==> src/rtl/gpio_apb_ctrl.sv <==
// gpio_apb_ctrl: APB slave that sequences a bank of NPINS GPIO cells.
// It keeps TRIS/PORT shadows for readback, strobes the cell flops on writes,
// gates the per-pin read latches for PIN reads and for a background poll,
// and raises a level interrupt on rising edges seen between samples.
module gpio_apb_ctrl #(
  parameter int NPINS  = 8,
  parameter int ADDR_W = 5
) (
  input  logic              PCLK,
  input  logic              PRESETn,
  input  logic              PSEL,
  input  logic              PENABLE,
  input  logic              PWRITE,
  input  logic [ADDR_W-1:0] PADDR,
  input  logic [31:0]       PWDATA,
  output logic [31:0]       PRDATA,
  output logic              PREADY,
  output logic              PSLVERR,
  output logic [NPINS-1:0]  gpio_wr_tris,
  output logic [NPINS-1:0]  gpio_wr_port,
  output logic [NPINS-1:0]  gpio_wdata,
  output logic [NPINS-1:0]  gpio_rd_port,
  input  logic [NPINS-1:0]  gpio_rdata,
  output logic              irq
);

  localparam logic [ADDR_W-1:0] OFF_TRIS     = ADDR_W'(8'h00);
  localparam logic [ADDR_W-1:0] OFF_PORT     = ADDR_W'(8'h04);
  localparam logic [ADDR_W-1:0] OFF_PIN      = ADDR_W'(8'h08);
  localparam logic [ADDR_W-1:0] OFF_IRQ_EN   = ADDR_W'(8'h0C);
  localparam logic [ADDR_W-1:0] OFF_IRQ_STAT = ADDR_W'(8'h10);
  localparam logic [ADDR_W-1:0] OFF_POLL_DIV = ADDR_W'(8'h14);

  typedef enum logic [2:0] {
    IDLE,
    POLL1,
    POLL2,
    RD1,
    RD2
  } state_t;

  state_t state_q, state_d;

  logic [NPINS-1:0] tris_q, port_q, irq_en_q, irq_stat_q, sample_q;
  logic [NPINS-1:0] irq_stat_d, rise, w1c_mask;
  logic [15:0]      poll_div_q, poll_cnt_q, poll_cnt_d;

  logic access;
  logic sel_tris, sel_port, sel_pin, sel_irq_en, sel_irq_stat, sel_poll_div, mapped;
  logic pready_c, pslverr_c;
  logic wr_tris_c, wr_port_c, wr_irq_en_c, w1c_c, wr_poll_div_c;
  logic rd_port_c, sample_load_c;
  logic [31:0] prdata_c, rd_mux;
  logic unused_pwdata;

  // Widen a pin-wide value to the 32-bit bus with zeros above NPINS.
  function automatic logic [31:0] zext(input logic [NPINS-1:0] v);
    logic [31:0] r;
    r = '0;
    r[NPINS-1:0] = v;
    return r;
  endfunction

  assign access       = PSEL & PENABLE;
  assign sel_tris     = (PADDR == OFF_TRIS);
  assign sel_port     = (PADDR == OFF_PORT);
  assign sel_pin      = (PADDR == OFF_PIN);
  assign sel_irq_en   = (PADDR == OFF_IRQ_EN);
  assign sel_irq_stat = (PADDR == OFF_IRQ_STAT);
  assign sel_poll_div = (PADDR == OFF_POLL_DIV);
  assign mapped       = sel_tris | sel_port | sel_pin | sel_irq_en | sel_irq_stat | sel_poll_div;

  // Upper write-data bits beyond the register widths are intentionally dropped.
  assign unused_pwdata = ^PWDATA;

  // Readback mux for the zero-wait registers.
  always_comb begin
    rd_mux = '0;
    if (sel_tris)          rd_mux = zext(tris_q);
    else if (sel_port)     rd_mux = zext(port_q);
    else if (sel_irq_en)   rd_mux = zext(irq_en_q);
    else if (sel_irq_stat) rd_mux = zext(irq_stat_q);
    else if (sel_poll_div) rd_mux = {16'h0000, poll_div_q};
  end

  // FSM state register; reset lands in IDLE with nothing in flight.
  always_ff @(posedge PCLK or negedge PRESETn) begin
    if (!PRESETn) state_q <= IDLE;
    else          state_q <= state_d;
  end

  // Next state, bus response, cell strobes and poll-counter update.
  always_comb begin
    state_d       = state_q;
    poll_cnt_d    = poll_cnt_q;
    pready_c      = 1'b0;
    pslverr_c     = 1'b0;
    prdata_c      = '0;
    wr_tris_c     = 1'b0;
    wr_port_c     = 1'b0;
    wr_irq_en_c   = 1'b0;
    w1c_c         = 1'b0;
    wr_poll_div_c = 1'b0;
    rd_port_c     = 1'b0;
    sample_load_c = 1'b0;
    case (state_q)
      IDLE: begin
        if (access) begin
          if (!PWRITE && sel_pin) begin
            rd_port_c = 1'b1;
            state_d   = RD1;
          end else begin
            pready_c = 1'b1;
            if (!mapped || (PWRITE && sel_pin)) begin
              pslverr_c = 1'b1;
            end else if (PWRITE) begin
              wr_tris_c     = sel_tris;
              wr_port_c     = sel_port;
              wr_irq_en_c   = sel_irq_en;
              w1c_c         = sel_irq_stat;
              wr_poll_div_c = sel_poll_div;
            end else begin
              prdata_c = rd_mux;
            end
          end
        end
        if (poll_div_q != 16'd0) begin
          if (poll_cnt_q == poll_div_q - 16'd1) begin
            if (!PSEL) begin
              poll_cnt_d = '0;
              state_d    = POLL1;
            end
          end else begin
            poll_cnt_d = poll_cnt_q + 16'd1;
          end
        end
        if (wr_poll_div_c) poll_cnt_d = '0;
      end
      POLL1: begin
        rd_port_c = 1'b1;
        state_d   = POLL2;
      end
      POLL2: begin
        rd_port_c     = 1'b1;
        sample_load_c = 1'b1;
        state_d       = IDLE;
      end
      RD1: begin
        rd_port_c     = 1'b1;
        pready_c      = 1'b1;
        prdata_c      = zext(gpio_rdata);
        sample_load_c = 1'b1;
        state_d       = RD2;
      end
      RD2: begin
        state_d = IDLE;
      end
      default: begin
        state_d = IDLE;
      end
    endcase
  end

  // Edge detection: a new rising edge wins over a clear of the same bit.
  always_comb begin
    w1c_mask   = w1c_c ? PWDATA[NPINS-1:0] : '0;
    rise       = sample_load_c ? (gpio_rdata & ~sample_q) : '0;
    irq_stat_d = (irq_stat_q & ~w1c_mask) | rise;
  end

  // Software-visible registers, pin sample and poll counter.
  always_ff @(posedge PCLK or negedge PRESETn) begin
    if (!PRESETn) begin
      tris_q     <= '1;
      port_q     <= '0;
      irq_en_q   <= '0;
      irq_stat_q <= '0;
      sample_q   <= '0;
      poll_div_q <= '0;
      poll_cnt_q <= '0;
    end else begin
      if (wr_tris_c)     tris_q     <= PWDATA[NPINS-1:0];
      if (wr_port_c)     port_q     <= PWDATA[NPINS-1:0];
      if (wr_irq_en_c)   irq_en_q   <= PWDATA[NPINS-1:0];
      if (wr_poll_div_c) poll_div_q <= PWDATA[15:0];
      if (sample_load_c) sample_q   <= gpio_rdata;
      irq_stat_q <= irq_stat_d;
      poll_cnt_q <= poll_cnt_d;
    end
  end

  // Outputs are forced quiet while reset is held, even with a bus access present.
  assign PREADY       = pready_c & PRESETn;
  assign PSLVERR      = pslverr_c & PRESETn;
  assign PRDATA       = PRESETn ? prdata_c : '0;
  assign gpio_wr_tris = {NPINS{wr_tris_c & PRESETn}};
  assign gpio_wr_port = {NPINS{wr_port_c & PRESETn}};
  assign gpio_wdata   = ((wr_tris_c | wr_port_c) & PRESETn) ? PWDATA[NPINS-1:0] : '0;
  assign gpio_rd_port = {NPINS{rd_port_c & PRESETn}};
  assign irq          = |(irq_stat_q & irq_en_q);

endmodule

==> config.mk <==
export PLATFORM = sky130hd
export DESIGN_NAME = gpio_apb_ctrl
export DESIGN_NICKNAME = d
export VERILOG_FILES = /design/src/rtl/gpio_apb_ctrl.sv
export SDC_FILE = /design/constraint.sdc
export NUM_CORES = 1
export LEC_CHECK = 0
export ABC_AREA = 0
export BUFFER_PORTS_ARGS = -buffer_cell sky130_fd_sc_hd__buf_2
export CAP_MARGIN = 5
export CORE_MARGIN = 5
export CORE_UTILIZATION = 40
export CTS_BUF_LIST = sky130_fd_sc_hd__clkbuf_2 sky130_fd_sc_hd__clkbuf_4 sky130_fd_sc_hd__clkbuf_8
export DETAILED_ROUTE_END_ITERATION = 6
export PLACE_DENSITY_LB_ADDON = 0.2
export SLEW_MARGIN = 20
export SYNTH_ARGS = -nofsm -noshare
export SYNTH_HDL_FRONTEND = slang
export SYNTH_SLANG_ARGS = --single-unit
export TNS_END_PERCENT = 10
==> constraint.sdc <==
create_clock -name PCLK -period 9.6 [get_ports PCLK]
set_clock_uncertainty 0.1 [all_clocks]
set_input_delay 1.92 -clock PCLK [delete_from_list [all_inputs] [get_ports PCLK]]
set_output_delay 1.92 -clock PCLK [all_outputs]
set_load 0.01 [all_outputs]
Yosys cells after proc, flatten, opt, wreduce, memory -nomap -nowiden --
Index checks and enable logic that the tools add are counted.
Word-level totals: register bits after elaboration 75, input port bits 50, output and inout port bits 67, word-level logic and storage cells 113
Cells by class: add/subtract/negate cells 2, equality and inequality tests 10, multiplexer cells 61, bitwise operators 19, reduce and logical (&&, ||, !) cells 13
Operator list (count):
- 32-bit 2-to-1 mux | 6
- 16-bit 2-to-1 mux | 8
- 32-bit case mux with 2 select lines | 1
- 1-bit 2-to-1 mux | 35
- 8-bit AND | 3
- 8-bit 2-to-1 mux | 3
- 16-bit by 1-bit adder with 16-bit output (second input constant) | 1
- 16-bit equality test | 1
- 8-bit inverter | 2
- 16-bit nonzero test | 1
- 16-bit by 1-bit subtractor with 16-bit output (second input constant) | 1
- 3-bit 2-to-1 mux | 5
- 5-bit by 4-bit equality test with 1-bit output (second input constant) | 2
- 5-bit equality test (second input constant) | 2
- 3-bit case mux with 3 select lines | 1
- 8-bit bitwise OR | 1
- 8-bit OR reduction | 1
- 1-bit AND | 7
- 3-bit by 2-bit equality test with 1-bit output (second input constant) | 2
- 1-bit bitwise OR | 6
- 5-bit by 3-bit equality test with 1-bit output (second input constant) | 1
- 5-bit zero test | 1
- 1-bit case mux with 2 select lines | 2
- 3-bit by 1-bit equality test with 1-bit output (second input constant) | 1
- other kinds (9) | 11

Longest topological paths before layout --
word-level depth 16, depth in mapped cells 11, gate-level depth less buffers 9

Least setup slack after synthesis --
OpenSTA, ideal clock, no wires.
path kind in2out, start point input PADDR[1], end point output gpio_wr_tris[1], data arrival time 4110 ps, data required time 7580 ps, setup slack 3470 ps, cell stages on the path 9, buffers on the path 5, cells stage by stage or3_1 clkbuf_1 or3_1 clkbuf_1 or2_2 clkbuf_1 clkbuf_1 nor2_1 buf_4
Between the ends: word-level cells in the longest chain between the ends 13, elaborated cells between the ends (all ways) 21, classes of those cells eq/ne: 5; mux: 5; bitwise: 6; reduce/logical: 5
Ends and longest elaborated chain:
- from (decl) | line 14 | input logic [ADDR_W-1:0] PADDR,
- 5-bit by 3-bit equality test with 1-bit output / 5-bit zero test (equally long branches) | line 66, 65
- 1-bit bitwise OR (5 in series) | line 71 | assign mapped = sel_tris | sel_port | sel_pin | sel_irq_en | sel_irq_stat | sel_poll_div;
- 1-bit zero test | line 114 | if (!mapped || (PWRITE && sel_pin)) begin
- 1-bit logical OR | line 114
- 1-bit 2-to-1 mux | line 114
- 1-bit 2-to-1 mux (*) | line 109 | if (!PWRITE && sel_pin) begin
- 1-bit 2-to-1 mux (*) | line 108 | if (access) begin
- 1-bit 2-to-1 mux (*) | line 106 | case (state_q)
- 1-bit AND (*) | line 196 | assign gpio_wr_tris = {NPINS{wr_tris_c & PRESETn}};
- to (decl) | line 19 | output logic [NPINS-1:0] gpio_wr_tris,
Every way passes the cells marked *; elsewhere a longest branch is shown, timed or not.

Final worst setup path --
start point input PADDR[3], end point output PRDATA[11]
Between the ends: word-level cells in the longest chain between the ends 13, elaborated cells between the ends (all ways) 26, classes of those cells eq/ne: 5; mux: 11; bitwise: 5; reduce/logical: 5
Ends and longest elaborated chain:
- 5-bit by 3-bit equality test with 1-bit output / 5-bit zero test (equally long branches) | line 66, 65
- 1-bit bitwise OR (5 in series) | line 71
- 1-bit zero test | line 114
- 1-bit logical OR | line 114
- 32-bit 2-to-1 mux | line 114
- 32-bit 2-to-1 mux (*) | line 109
- 32-bit 2-to-1 mux (*) | line 108
- 32-bit case mux with 2 select lines (*) | line 106
- 32-bit 2-to-1 mux (*) | line 195 | assign PRDATA = PRESETn ? prdata_c : '0;
- to (decl) | line 16 | output logic [31:0] PRDATA,
Marked as above.

==> impl_metrics.yaml <==
min_path:
  min-delay-start: "tris_q[7]$_DFFE_PN1N_"
  hold_path_class: "flop to flop"
  whs_path_depth: 2
  hold_end: "tris_q[7]$_DFFE_PN1N_"
logic_synthesis:
  synth_simple_gate_area_share: 0.227
  synth_ff_type: "dfrtp_1"
  synth-compound-area-share: 0.156
  synthArstFlopShare: 1.00
  syn-mean-instance-area_um2: 8.77
  yosys.area_share.xor_xnor: 0.0365
  yosys_register_bits: 75
  synthTopCellsByArea: "dfrtp_1 35%, buf_4 6.3%, mux2_2 5.6%"
  synth_top_family_by_area: "simple AND/OR/NAND/NOR gates"
  synthCells: 547
  muxShareOfSynthArea: 0.0626
  synth_area_um2: 4790
  yosysTopAreaCell: "dfrtp_1"
  synthAdderAreaFrac: 0.00783
  ys_types: 59
  ys_seq_area_frac: 0.394
  synth.top_cell.area_share: 0.350
  synth-edff-count: 0
  yosys_warnings: 0
clock_network:
  holdBufCountCts: 0
  root_buffer: "clkbuf_8"
  post_cts_buffers: 0
  cts_buffers: 9
  clock_sinks: 75
  clkTransAtPathRegs_ns: 0.08
  worstSkewPairLatency_ns: 0.37
  post_cts_resized: 0
  cts_max_path_buffers: 2
  cts_tree: "yes"
  htreeDepth: 3
critical_path:
  worstSetupPathType: "input port to output port"
  reg2reg_slack_ns: 5.85
  cp-start-kind: "input port"
  critPathArrivalTime_ns: 4.29
  reg2reg_from: "poll_div_q[2]$_DFFE_PN0P_"
  required_ns: 7.58
  end_kind: "output port"
  path_max_fanout: 15
  r2r_cells: 7
  r2r_end: "poll_cnt_q[4]$_DFFE_PN0P_"
floorplanning:
  ios: 117
  dieArea_um2: 14300
  die_y_um: 119
  coreArea_um2: 11900
  row_count: 40
  start_util: 0.404
  die_w_um: 119
layout:
  final_cells: 749
  antenna_cells: 0
  multi_input_area_um2: 2420
  syn2layout_area_growth_pct: 9.45
  nFillCells: 1180
  ff_latch_area_um2: 1890
  drive_gt1_frac: 0.243
  fin_nets: 650
global_route:
  antenna_found_initial: 0
  grt_pass1_wl_mm: 21.3
  grt_pass1_vias: 4106
  grt_usage: 0.189
  grt_max_degree: 44
  grt_overflow_total: 0
drt:
  final_antenna_net_count: 0
  drtIter0Drc: 263
  drc_errors: 0
  via_count: 4164
  drt_pass1_iterations: 4
  wl_per_cell_um: 17.9
  wirelength_mm: 13.4
  route.detailed.vias_per_inst: 5.56
timing:
  max_slew_margin: 0.287
  rsz0062_at_grt: "no"
  period_share: 0.657
  final-max-slew-violation-count: 0
  fmax_ghz: 0.159
  hold_viol_final: 0
  tightestPinTransition_ns: 1.07
  fin_tns_setup_ns: 0
  fin_crit_ns: 6.31
  hold_ws_ns: 0.390
  finalSetupViolCount: 0
power:
  leakagePower_nw: 2.55
  p_per_area_nw_per_um2: 205
  ir_worst_vdd_mv: 0.120
run_status:
  status: "finished, final reports clean"
placed_design:
  portBuffers: 84
  place_inst: 733
  dp_hpwl_mm: 10.2
  gp_congestion: 0.856
run:
  maxCapViolCount: 0
==> cell families after synthesis <==
family                     count (synthesis)
DFF                                       75
muxes                                     27
other                                      1
and+or+nand+nor                          214
buffers and inverters                    100
AOI/OAI and AO/OA                        107
xor gates and xnor gates                  20
adders and majority gates                  3
==> synth_stat cells (2+ instances only) <==
cell type and count:
a2111oi_0 2, a211o_1 2, a211oi_1 9, a21boi_0 4, a21oi_1 14, a221o_1 3, a221oi_1 8, a22oi_1 4
a31oi_1 2, a32o_1 8, and2_1 8, and3_1 2, and4b_1 2, buf_2 2, buf_4 40, buf_6 3
clkbuf_1 16, dfrtp_1 67, dfstp_2 8, ha_1 3, inv_1 36, mux2_2 24, mux2i_1 3, nand2_1 62
nand2b_1 2, nand3_1 16, nand4_1 17, nor2_1 51, nor2b_1 7, nor3_1 17, nor3b_1 3, nor4_1 5
nor4b_1 3, o21ai_0 32, o221ai_1 11, o22ai_1 2, or2_2 2, or3_1 5, or4_1 3, or4_4 2
xnor2_1 12, xor2_1 8
==> critical path, stage by stage <==
cell and delay, ns:
buf_2 0.20, nand2b_1 0.40, nor2b_1 0.70, nand2_1 0.25, nor2_1 0.48, and2_1 0.20
buf_2 0.13
==> worst max-delay path by stage <==
stage,start,to,slack (ns),cells past startpoint
3_3_place_gp,PADDR[3],PRDATA[12],3.31,7
2_1_floorplan,PADDR[1],gpio_wr_tris[1],3.47,9
6_report,PADDR[3],PRDATA[11],3.29,7
3_5_place_dp,PADDR[3],PRDATA[11],3.25,7
4_1_cts,PADDR[3],PRDATA[11],3.28,7
5_1_grt,PADDR[2],PRDATA[12],3.07,7
==> area by class of cell <==
type / count / area share
clock inverters: 4 / 0.00548
clock buffers: 12 / 0.0279
repair buffers: 87 / 0.0849
multi-input cells: 387 / 0.461
flip-flops and latches: 75 / 0.360
well taps: 147 / 0.0351
inverters: 37 / 0.0265
==> stage by stage <==
step | power [mW] | setup WS [ns] | util | instance area [µm²]
after floorplan | 0.756 | 3.47 | - | 4850
after global placement | 0.835 | 3.31 | 0.427 | 5060
after detailed placement | 0.849 | 3.25 | 0.427 | 5070
after CTS | 1.08 | 3.28 | 0.442 | 5240
after global routing | 1.15 | 3.07 | 0.442 | 5250
final | 1.07 | 3.29 | 0.442 | 5250
==> where the power goes <==
part           total (mW)  internal (mW)  switching [mW]
Clock               0.227          0.103           0.125
Combinational       0.381          0.161           0.220
Sequential          0.466          0.383          0.0828
Total                1.07          0.647           0.427
==> flip-flops by register name (all words and copies together), names as in the netlist <==
name / cells
state_q: 3
poll_cnt_q: 16
poll_div_q: 16
tris_q: 8
irq_en_q: 8
port_q: 8
irq_stat_q: 8
sample_q: 8
==> cells in the final DEF, fill, tap and decap left out, types with 3 or more instances in the layout <==
cell type	instances
buf_2	83
dfrtp_1	67
nand2_1	62
nor2_1	51
inv_1	36
o21ai_0	32
mux2_2	24
nand4_1	17
nor3_1	16
nand3_1	16
conb_1	16
a21oi_1	14
xnor2_1	12
o221ai_1	11
a211oi_1	9
clkbuf_8	9
xor2_1	8
and2_1	8
a221oi_1	8
a32o_1	8
dfstp_2	8
nor2b_1	7
or3_1	5
nor4_1	5
a21boi_0	4
a22oi_1	4
buf_4	4
nor4b_1	3
nor3b_1	3
mux2i_1	3
or4_1	3
a221o_1	3
ha_1	3
clkbuf_4	3
==> per-layer routing <==
layer	wire [µm]	vias up	share of wire	global-route usage
li1	-	1981	-	-
met1	5470	2058	0.41	0.223
met2	6850	100	0.51	0.329
met3	628	25	0.047	0.0503
met4	439	0	0.033	0.0723
met5	0	-	0	0
(Power assumes the default switching activity.)
